<file path="config.mk">
export PLATFORM = sky130hd
export DESIGN_NAME = subservient_ram_wide
export DESIGN_NICKNAME = d
export VERILOG_FILES = /design/src/rtl/subservient_ram_wide.sv
export SDC_FILE = /design/constraint.sdc
export NUM_CORES = 2
export LEC_CHECK = 0
export BUFFER_PORTS_ARGS = -buffer_cell sky130_fd_sc_hd__buf_2
export CAP_MARGIN = 40
export CORE_UTILIZATION = 55
export CTS_CLUSTER_DIAMETER = 200
export DETAILED_ROUTE_END_ITERATION = 16
export PLACE_DENSITY_LB_ADDON = 0.08
export SLEW_MARGIN = 5
export SYNTH_ARGS = -nofsm -noshare
export SYNTH_HDL_FRONTEND = slang
export SYNTH_SLANG_ARGS = --single-unit
</file>
<file path="constraint.sdc">
create_clock -name i_clk -period 9.48 [get_ports i_clk]
set_input_delay 2.37 -clock i_clk [delete_from_list [all_inputs] [get_ports i_clk]]
set_output_delay 2.37 -clock i_clk [all_outputs]
set_load 0.1 [all_outputs]
</file>
<file path="src/rtl/subservient_ram_wide.sv">
// -----------------------------------------------------------------------------
// subservient_ram_wide
//
// Single-clock simple-dual-port RAM with one write port and one read port.
// Words are dw bits wide and dw must be a multiple of 8. Each byte has its own
// write enable. The design supports:
//   - selectable same-address read-during-write behaviour (old or new data),
//   - a read latency of 1 or 2 cycles, qualified by o_rvalid,
//   - an optional clear sequence after reset that writes zero to every word.
//
// Ports:
//   i_clk     clock, all logic on the rising edge
//   i_rst_n   synchronous active-low reset
//   i_waddr   write word address
//   i_wdata   write data
//   i_wmask   byte write enables, bit k covers bits [8k+7:8k]
//   i_wen     write strobe
//   i_raddr   read word address
//   i_ren     read strobe
//   o_rdata   read data; holds its last value when no result is delivered
//   o_rvalid  o_rdata carries the result of a read issued rd_latency cycles ago
//   o_ready   high once the RAM accepts accesses (after any clear sequence)
// -----------------------------------------------------------------------------
module subservient_ram_wide #(
  parameter int    dw           = 8,
  parameter int    depth        = 256,
  parameter int    aw           = $clog2(depth),
  parameter string memfile      = "",
  parameter int    rdw_mode     = 0,
  parameter int    rd_latency   = 1,
  parameter int    clear_on_rst = 0
) (
  input  logic          i_clk,
  input  logic          i_rst_n,
  input  logic [aw-1:0] i_waddr,
  input  logic [dw-1:0] i_wdata,
  input  logic [dw/8-1:0] i_wmask,
  input  logic          i_wen,
  input  logic [aw-1:0] i_raddr,
  input  logic          i_ren,
  output logic [dw-1:0] o_rdata,
  output logic          o_rvalid,
  output logic          o_ready
);

  localparam int nb = dw / 8;

  // One extra bit so the bound compare also works when depth is a power of two.
  localparam logic [aw:0]   depth_w   = (aw + 1)'(depth);
  localparam logic [aw-1:0] last_addr = aw'(depth - 1);

  typedef enum logic {
    CLEAR = 1'b0,
    READY = 1'b1
  } state_e;

  localparam state_e reset_state = (clear_on_rst != 0) ? CLEAR : READY;

  // ---------------------------------------------------------------------------
  // Elaboration-time parameter checks
  // ---------------------------------------------------------------------------
  if (dw % 8 != 0) begin : g_bad_dw
    $error("subservient_ram_wide: dw (%0d) must be a multiple of 8", dw);
  end
  if (rd_latency != 1 && rd_latency != 2) begin : g_bad_latency
    $error("subservient_ram_wide: rd_latency (%0d) must be 1 or 2", rd_latency);
  end

  // ---------------------------------------------------------------------------
  // Storage
  // ---------------------------------------------------------------------------
  logic [dw-1:0] mem [depth];

  // ---------------------------------------------------------------------------
  // CLEAR / READY state machine
  // ---------------------------------------------------------------------------
  state_e        state_q, state_d;
  logic [aw-1:0] clr_cnt_q, clr_cnt_d;

  // NOTE: sequential state is assigned with <= so every register samples the
  // values from before the edge, regardless of statement order.
  always_ff @(posedge i_clk) begin
    if (!i_rst_n) begin
      state_q   <= reset_state;
      clr_cnt_q <= '0;
    end else begin
      state_q   <= state_d;
      clr_cnt_q <= clr_cnt_d;
    end
  end

  // NOTE: every output of a combinational block gets a default first, so no
  // path through the case leaves it unassigned and a latch cannot be inferred.
  always_comb begin
    state_d   = state_q;
    clr_cnt_d = clr_cnt_q;
    case (state_q)
      CLEAR: begin
        if (clr_cnt_q == last_addr) begin
          state_d = READY;
        end else begin
          clr_cnt_d = clr_cnt_q + 1'b1;
        end
      end
      READY:   state_d = READY;
      default: state_d = READY;
    endcase
  end

  logic ready;
  logic waddr_ok, raddr_ok;
  logic wr_accept, rd_accept;

  assign ready     = (state_q == READY);
  assign o_ready   = ready;
  assign waddr_ok  = ({1'b0, i_waddr} < depth_w);
  assign raddr_ok  = ({1'b0, i_raddr} < depth_w);
  assign wr_accept = ready && i_rst_n && i_wen;
  assign rd_accept = ready && i_rst_n && i_ren;

  // ---------------------------------------------------------------------------
  // Write port: the clear sequence owns the port while in CLEAR
  // ---------------------------------------------------------------------------
  logic          mem_we;
  logic [aw-1:0] mem_waddr;
  logic [dw-1:0] mem_wdata;
  logic [nb-1:0] mem_be;

  always_comb begin
    mem_we    = 1'b0;
    mem_waddr = i_waddr;
    mem_wdata = i_wdata;
    mem_be    = i_wmask;
    if (state_q == CLEAR) begin
      mem_we    = i_rst_n;
      mem_waddr = clr_cnt_q;
      mem_wdata = '0;
      mem_be    = '1;
    end else if (wr_accept && waddr_ok) begin
      mem_we = 1'b1;
    end
  end

  // NOTE: the memory array has no reset; reset leaves contents untouched and
  // a resettable array would not map onto RAM macros.
  always_ff @(posedge i_clk) begin
    if (mem_we) begin
      for (int k = 0; k < nb; k++) begin
        if (mem_be[k]) mem[mem_waddr][8*k +: 8] <= mem_wdata[8*k +: 8];
      end
    end
  end

  // ---------------------------------------------------------------------------
  // Read word, including same-address forwarding in write-first mode
  // ---------------------------------------------------------------------------
  logic [dw-1:0] rd_word;

  always_comb begin
    rd_word = '0;
    if (raddr_ok) begin
      rd_word = mem[i_raddr];
      // Read-first needs nothing extra: the array still holds the old word.
      if (rdw_mode == 1 && wr_accept && i_waddr == i_raddr) begin
        for (int k = 0; k < nb; k++) begin
          if (i_wmask[k]) rd_word[8*k +: 8] = i_wdata[8*k +: 8];
        end
      end
    end
  end

  // ---------------------------------------------------------------------------
  // Read pipeline; data registers only load on a valid result so o_rdata holds
  // ---------------------------------------------------------------------------
  logic          rvalid1_q;
  logic [dw-1:0] rdata1_q;

  always_ff @(posedge i_clk) begin
    if (!i_rst_n) begin
      rvalid1_q <= 1'b0;
      rdata1_q  <= '0;
    end else begin
      rvalid1_q <= rd_accept;
      if (rd_accept) rdata1_q <= rd_word;
    end
  end

  if (rd_latency == 2) begin : g_lat2
    logic          rvalid2_q;
    logic [dw-1:0] rdata2_q;

    always_ff @(posedge i_clk) begin
      if (!i_rst_n) begin
        rvalid2_q <= 1'b0;
        rdata2_q  <= '0;
      end else begin
        rvalid2_q <= rvalid1_q;
        if (rvalid1_q) rdata2_q <= rdata1_q;
      end
    end

    assign o_rvalid = rvalid2_q;
    assign o_rdata  = rdata2_q;
  end else begin : g_lat1
    assign o_rvalid = rvalid1_q;
    assign o_rdata  = rdata1_q;
  end

endmodule
</file>
---- Word-level counts from Yosys, hierarchy flattened ----
Memories as Yosys holds them, arrays and structs flattened. A register that Yosys moved wholly into a read port is not among the register bits.
Cells that the tools add are included.
storage, ports and cells
  bits in writable memories ............... 2,048
  memories kept ........................... 1
  output and inout port bits .............. 10
  input port bits ......................... 29
  word-level logic and storage cells ...... 23
  flip-flop bits (word level) ............. 10
cells by class
  bitwise logic cells ..................... 2
  equal/unequal tests ..................... 1
  add/sub/neg operators ................... 1
  reduce and logical (&&, ||, !) cells .... 5
  multiplexer cells ....................... 10
memories
  memory  words  bits a word  rd ports  clocked after memory_dff  wr ports  RTL line  text
  mem     256    8            1         1                         1         72        logic [dw-1:0] mem [depth];
operators with widths
  cell                   count
  $mux W8                2
  $add A8 B1 Y8 const B  1
  $eq A8 B8 Y1 const B   1
  $mux W1                7
  $logic_and A1 B1 Y1    3
  $not A1 Y1             2
  $pmux W1 S2            1
  $reduce_and A2 Y1      1
  $logic_not A1 Y1       1

---- Logic depth before layout (Yosys ltp) ----
  depth in word-level cells ............... 6
  mapped depth ............................ 13
  gate-level depth less buffers ........... 7

---- Worst setup path before layout ----
No wires, ideal clock.
  kind .................................... in2reg
  from .................................... input i_wdata[6]
  to ...................................... memory mem[0][6], data pin
  arrival ................................. 5,614 ps
  path buffers ............................ 0
  data required time ...................... 8,615 ps
  setup time .............................. 865 ps
  cell stages on the path ................. 1
  path slack .............................. 3,000 ps
  path through ............................ and2_1
on the way
  cells in the longest elaborated chain, start to end .. 1
ends and longest elaborated chain
  item         RTL line  text
  from (decl)  36        input logic [dw-1:0] i_wdata,
  $mux W8      134       if (state_q == CLEAR) begin
  to (decl)    72
No other way between the ends.

==> impl_metrics.env <==
export IMPL_port_buffers=38
export IMPL_synth_edf_count=2048
export IMPL_finalHoldViolations=0
export IMPL_synth_area_top_cells="edfxtp_1, mux4_2, mux2i_1, nor2_1, o22ai_1"
export IMPL_htree_num_levels=4
export IMPL_p_leak_nw=29.21
export IMPL_clk_latency_ns=0.84
export IMPL_grtUsageTotal_pct=30.29
export IMPL_fillerInstances=10260
export IMPL_worst_path_most_repeated_cell="buf_4"
export IMPL_synthTopCellsByCount="edfxtp_1, mux2i_1, mux4_2"
export IMPL_rsz0062_at_grt="false"
export IMPL_finClkSkew_ns=0.03591
export IMPL_start_kind="input pin"
export IMPL_post_route_period_util_pct=60.63
export IMPL_ios=39
export IMPL_synth_most_common_cell="edfxtp_1"
export IMPL_async_reset_ff_share_pct=0
export IMPL_overflow=0
export IMPL_syn_mean_instance_area_sq_um=19.55
export IMPL_final_max_slew_viol_count=0
export IMPL_yosysTopAreaCell="edfxtp_1"
export IMPL_setup_viol=0
export IMPL_syn_inst=4141
export IMPL_setup_ws_ns=3.732
export IMPL_gp_congestion=0.8757
export IMPL_drt_pass1_iterations=6
export IMPL_vias=42700
export IMPL_vias_per_cell=6.651
export IMPL_final_util_pct=62.05
export IMPL_reg2reg_depth=5
export IMPL_slowest_stage="nor4_1"
export IMPL_synthDistinctLibCells=70
export IMPL_syn_nets=4171
export IMPL_ctsResizeCount=0
export IMPL_fmax_mhz=174.0
export IMPL_die_w_um=385.7
export IMPL_synthFlopType="edfxtp_1"
export IMPL_drt_total_wl_mm=222.6
export IMPL_fp_coreArea_sq_um=145900
export IMPL_synth_top_area_share_pct=75.96
export IMPL_dp_slack_ns=3.044
export IMPL_grt_max_degree=209
export IMPL_hp_class="reg -> reg"
export IMPL_drive_above_1_share_pct=18.95
export IMPL_drt_iter0_drc=5078
export IMPL_antenna_found_initial=5
export IMPL_cp_arrival_ns=6.50
export IMPL_grt_pass1_vias=41640
export IMPL_worstMarginPinSlew_ns=1.340
export IMPL_path_cells="buf_4 -> buf_4 -> inv_4 -> buf_4 -> o221ai_1 -> o22ai_1 -> o21ai_0 -> a31oi_1 -> nor4_1 -> a211o_1"
export IMPL_die_h_um=385.7
export IMPL_ctsRootBufferMaster="clkbuf_16"
export IMPL_wire_per_inst_um=34.68
export IMPL_clkSinkCount=2066
export IMPL_slew_headroom_pct=10.69
export IMPL_r2r_start="o_ready"
export IMPL_min_from="clr_cnt_q[6]"
export IMPL_ir_drop_v=0.0001759
export IMPL_crit_path_max_fanout=38
export IMPL_clk_pin_slew_worst_paths_ns=0.06
export IMPL_powerDensity_nw_per_um2=208.7
export IMPL_path_buf_inv=4
export IMPL_min_path_cells=2
export IMPL_cts_setup_buffers=0
export IMPL_worst_ep_required_time_ns=10.23
export IMPL_r2r_end="mem[13][2]"
export IMPL_period_needed_ns=5.748
export IMPL_regToRegSetupSlack_ns=5.55
export IMPL_critPathKind="in -> reg"
export IMPL_crit_family="compound AO/OA/AOI/OAI gates"
export IMPL_route_detailed_drc=0
export IMPL_ys_seq_elements=2066
export IMPL_cts_tree="yes"
export IMPL_row_count=140
export IMPL_start_util_pct=55.48
export IMPL_final_setup_tns_ns=0
export IMPL_hold_path_end="clr_cnt_q[6]"
export IMPL_critPathCaptureType="register"
export IMPL_synthesis_area_sq_um=80960
export IMPL_ys_warn_count=0
export IMPL_grt_pass1_wl_mm=314.4
export IMPL_crit_path_max_incr_delay_ns=0.82
export IMPL_synthToLayoutAreaGrowth_pct=11.82
export IMPL_numCtsBuffers=203
export IMPL_cts_hold_buffers=0
export IMPL_dieArea_sq_um=148700
export IMPL_cap_violations=0
export IMPL_ant_nets=0
export IMPL_clockBufferDepth=3
export IMPL_fin_nets=4364
export IMPL_dpl_hpwl_mm=141.4
export IMPL_status="finished clean"
export IMPL_ys_seq_area_share_pct=76.41
power by group:
| group | internal (mW) | switching [mW] | total [mW] |
|---|---|---|---|
| logic | 0.286 | 0.665 | 0.951 |
| clock network | 4.49 | 3.40 | 7.89 |
| registers | 10.0 | 0.00979 | 10.1 |
| total | 14.8 | 4.07 | 18.9 |
per-stage QoR:
step                      hold slack, ns  instances  total power [mW]  area [sq um]
after floorplan                   0.5446       4141             10.85         80960
after global placement            0.5906       5926             11.16         82770
after detailed placement          0.5804       6040             11.19         83960
after CTS                         0.5890       6412             18.96         90440
after global routing              0.6236       6418             19.34         90530
final                             0.5972       6420             18.90         90530
final cells by class:
class / count / area [sq um] / area share, %
Sequential cell: 2066 / 61860 / 68.33
Multi-Input combinational cell: 1807 / 17500 / 19.33
Tap cell: 1917 / 2399 / 2.649
Timing Repair Buffer: 241 / 2225 / 2.457
Antenna cell: 2 / 5.005 / 0.005528
Inverter: 15 / 58.81 / 0.06496
Clock inverter: 124 / 1145 / 1.265
Clock buffer: 248 / 5341 / 5.900
flip-flops by register name, indices dropped and copies added, names as in the netlist:
name and flops:
clr_cnt_q 8, o_rvalid 1, o_ready 1, mem 2048, o_rdata 8
cells in the final DEF, fill, tap and decap left out, types with 6 or more instances in the layout:
| master | n |
|---|---|
| edfxtp_1 | 2048 |
| mux2i_1 | 442 |
| mux4_2 | 282 |
| nor2_1 | 269 |
| clkbuf_16 | 205 |
| buf_4 | 164 |
| o22ai_1 | 132 |
| nand2_1 | 118 |
| o21ai_0 | 62 |
| o221ai_1 | 55 |
| a22oi_1 | 54 |
| a21oi_1 | 51 |
| a211oi_1 | 49 |
| clkinv_1 | 48 |
| a221oi_1 | 45 |
| clkinv_2 | 39 |
| buf_2 | 39 |
| clkbuf_1 | 38 |
| nand3_1 | 30 |
| nor3_1 | 23 |
| mux4_1 | 18 |
| bufinv_16 | 18 |
| dfxtp_1 | 17 |
| buf_12 | 15 |
| buf_16 | 14 |
| inv_1 | 13 |
| o32ai_1 | 11 |
| and2_1 | 10 |
| o31ai_1 | 10 |
| and2_4 | 8 |
| nand4_1 | 8 |
| nand2b_1 | 7 |
| a221o_1 | 6 |
| and3_1 | 6 |
| xnor2_1 | 6 |
| o311ai_1 | 6 |
| clkinv_8 | 6 |
| inv_6 | 6 |
cell families (layout without fill, tap and decap cells):
kind of cell               after synthesis  in the layout  share of synthesized area [%]
AOI/OAI and AO/OA                      522            522                          4.581
other                                    0              2                              0
DFF                                   2066           2066                          76.41
xor gates and xnor gates                 6              6                        0.06491
muxes                                  747            747                          13.96
adders and majority gates                1              1                        0.01545
buffers and inverters                  268            628                          2.139
and+or+nand+nor                        531            531                          2.830
metal layers:
metal  vias up  track usage (%)  part of all wire [%]  routed length [um]
li1      17500                -                     -                   -
met1     22510            43.53                    40               89660
met2      2259            46.88                    47              103800
met3       429            6.279                   9.5               21220
met4         6            9.691                   3.6                7931
met5         -                0                 0.016                  35
worst min-delay path, cell delays in order, from the launching register on:
cell	delay [ns]
dfxtp_1	0.35
mux2i_1	0.14
nor2b_1	0.06
worst max path at each step:
stage	slack [ns]	to	from	cells after the start
finish	3.73	o_rdata[2]	i_raddr[4]	10
global route	3.73	o_rdata[2]	i_raddr[0]	9
CTS	3.90	o_rdata[2]	i_raddr[0]	9
detailed placement	3.04	o_rdata[2]	i_raddr[0]	9
global placement	2.95	o_rdata[6]	i_raddr[2]	10
floorplan	3.00	mem[0][6]	i_wdata[6]	1
No activity file was read; power rests on OpenSTA's default activity.
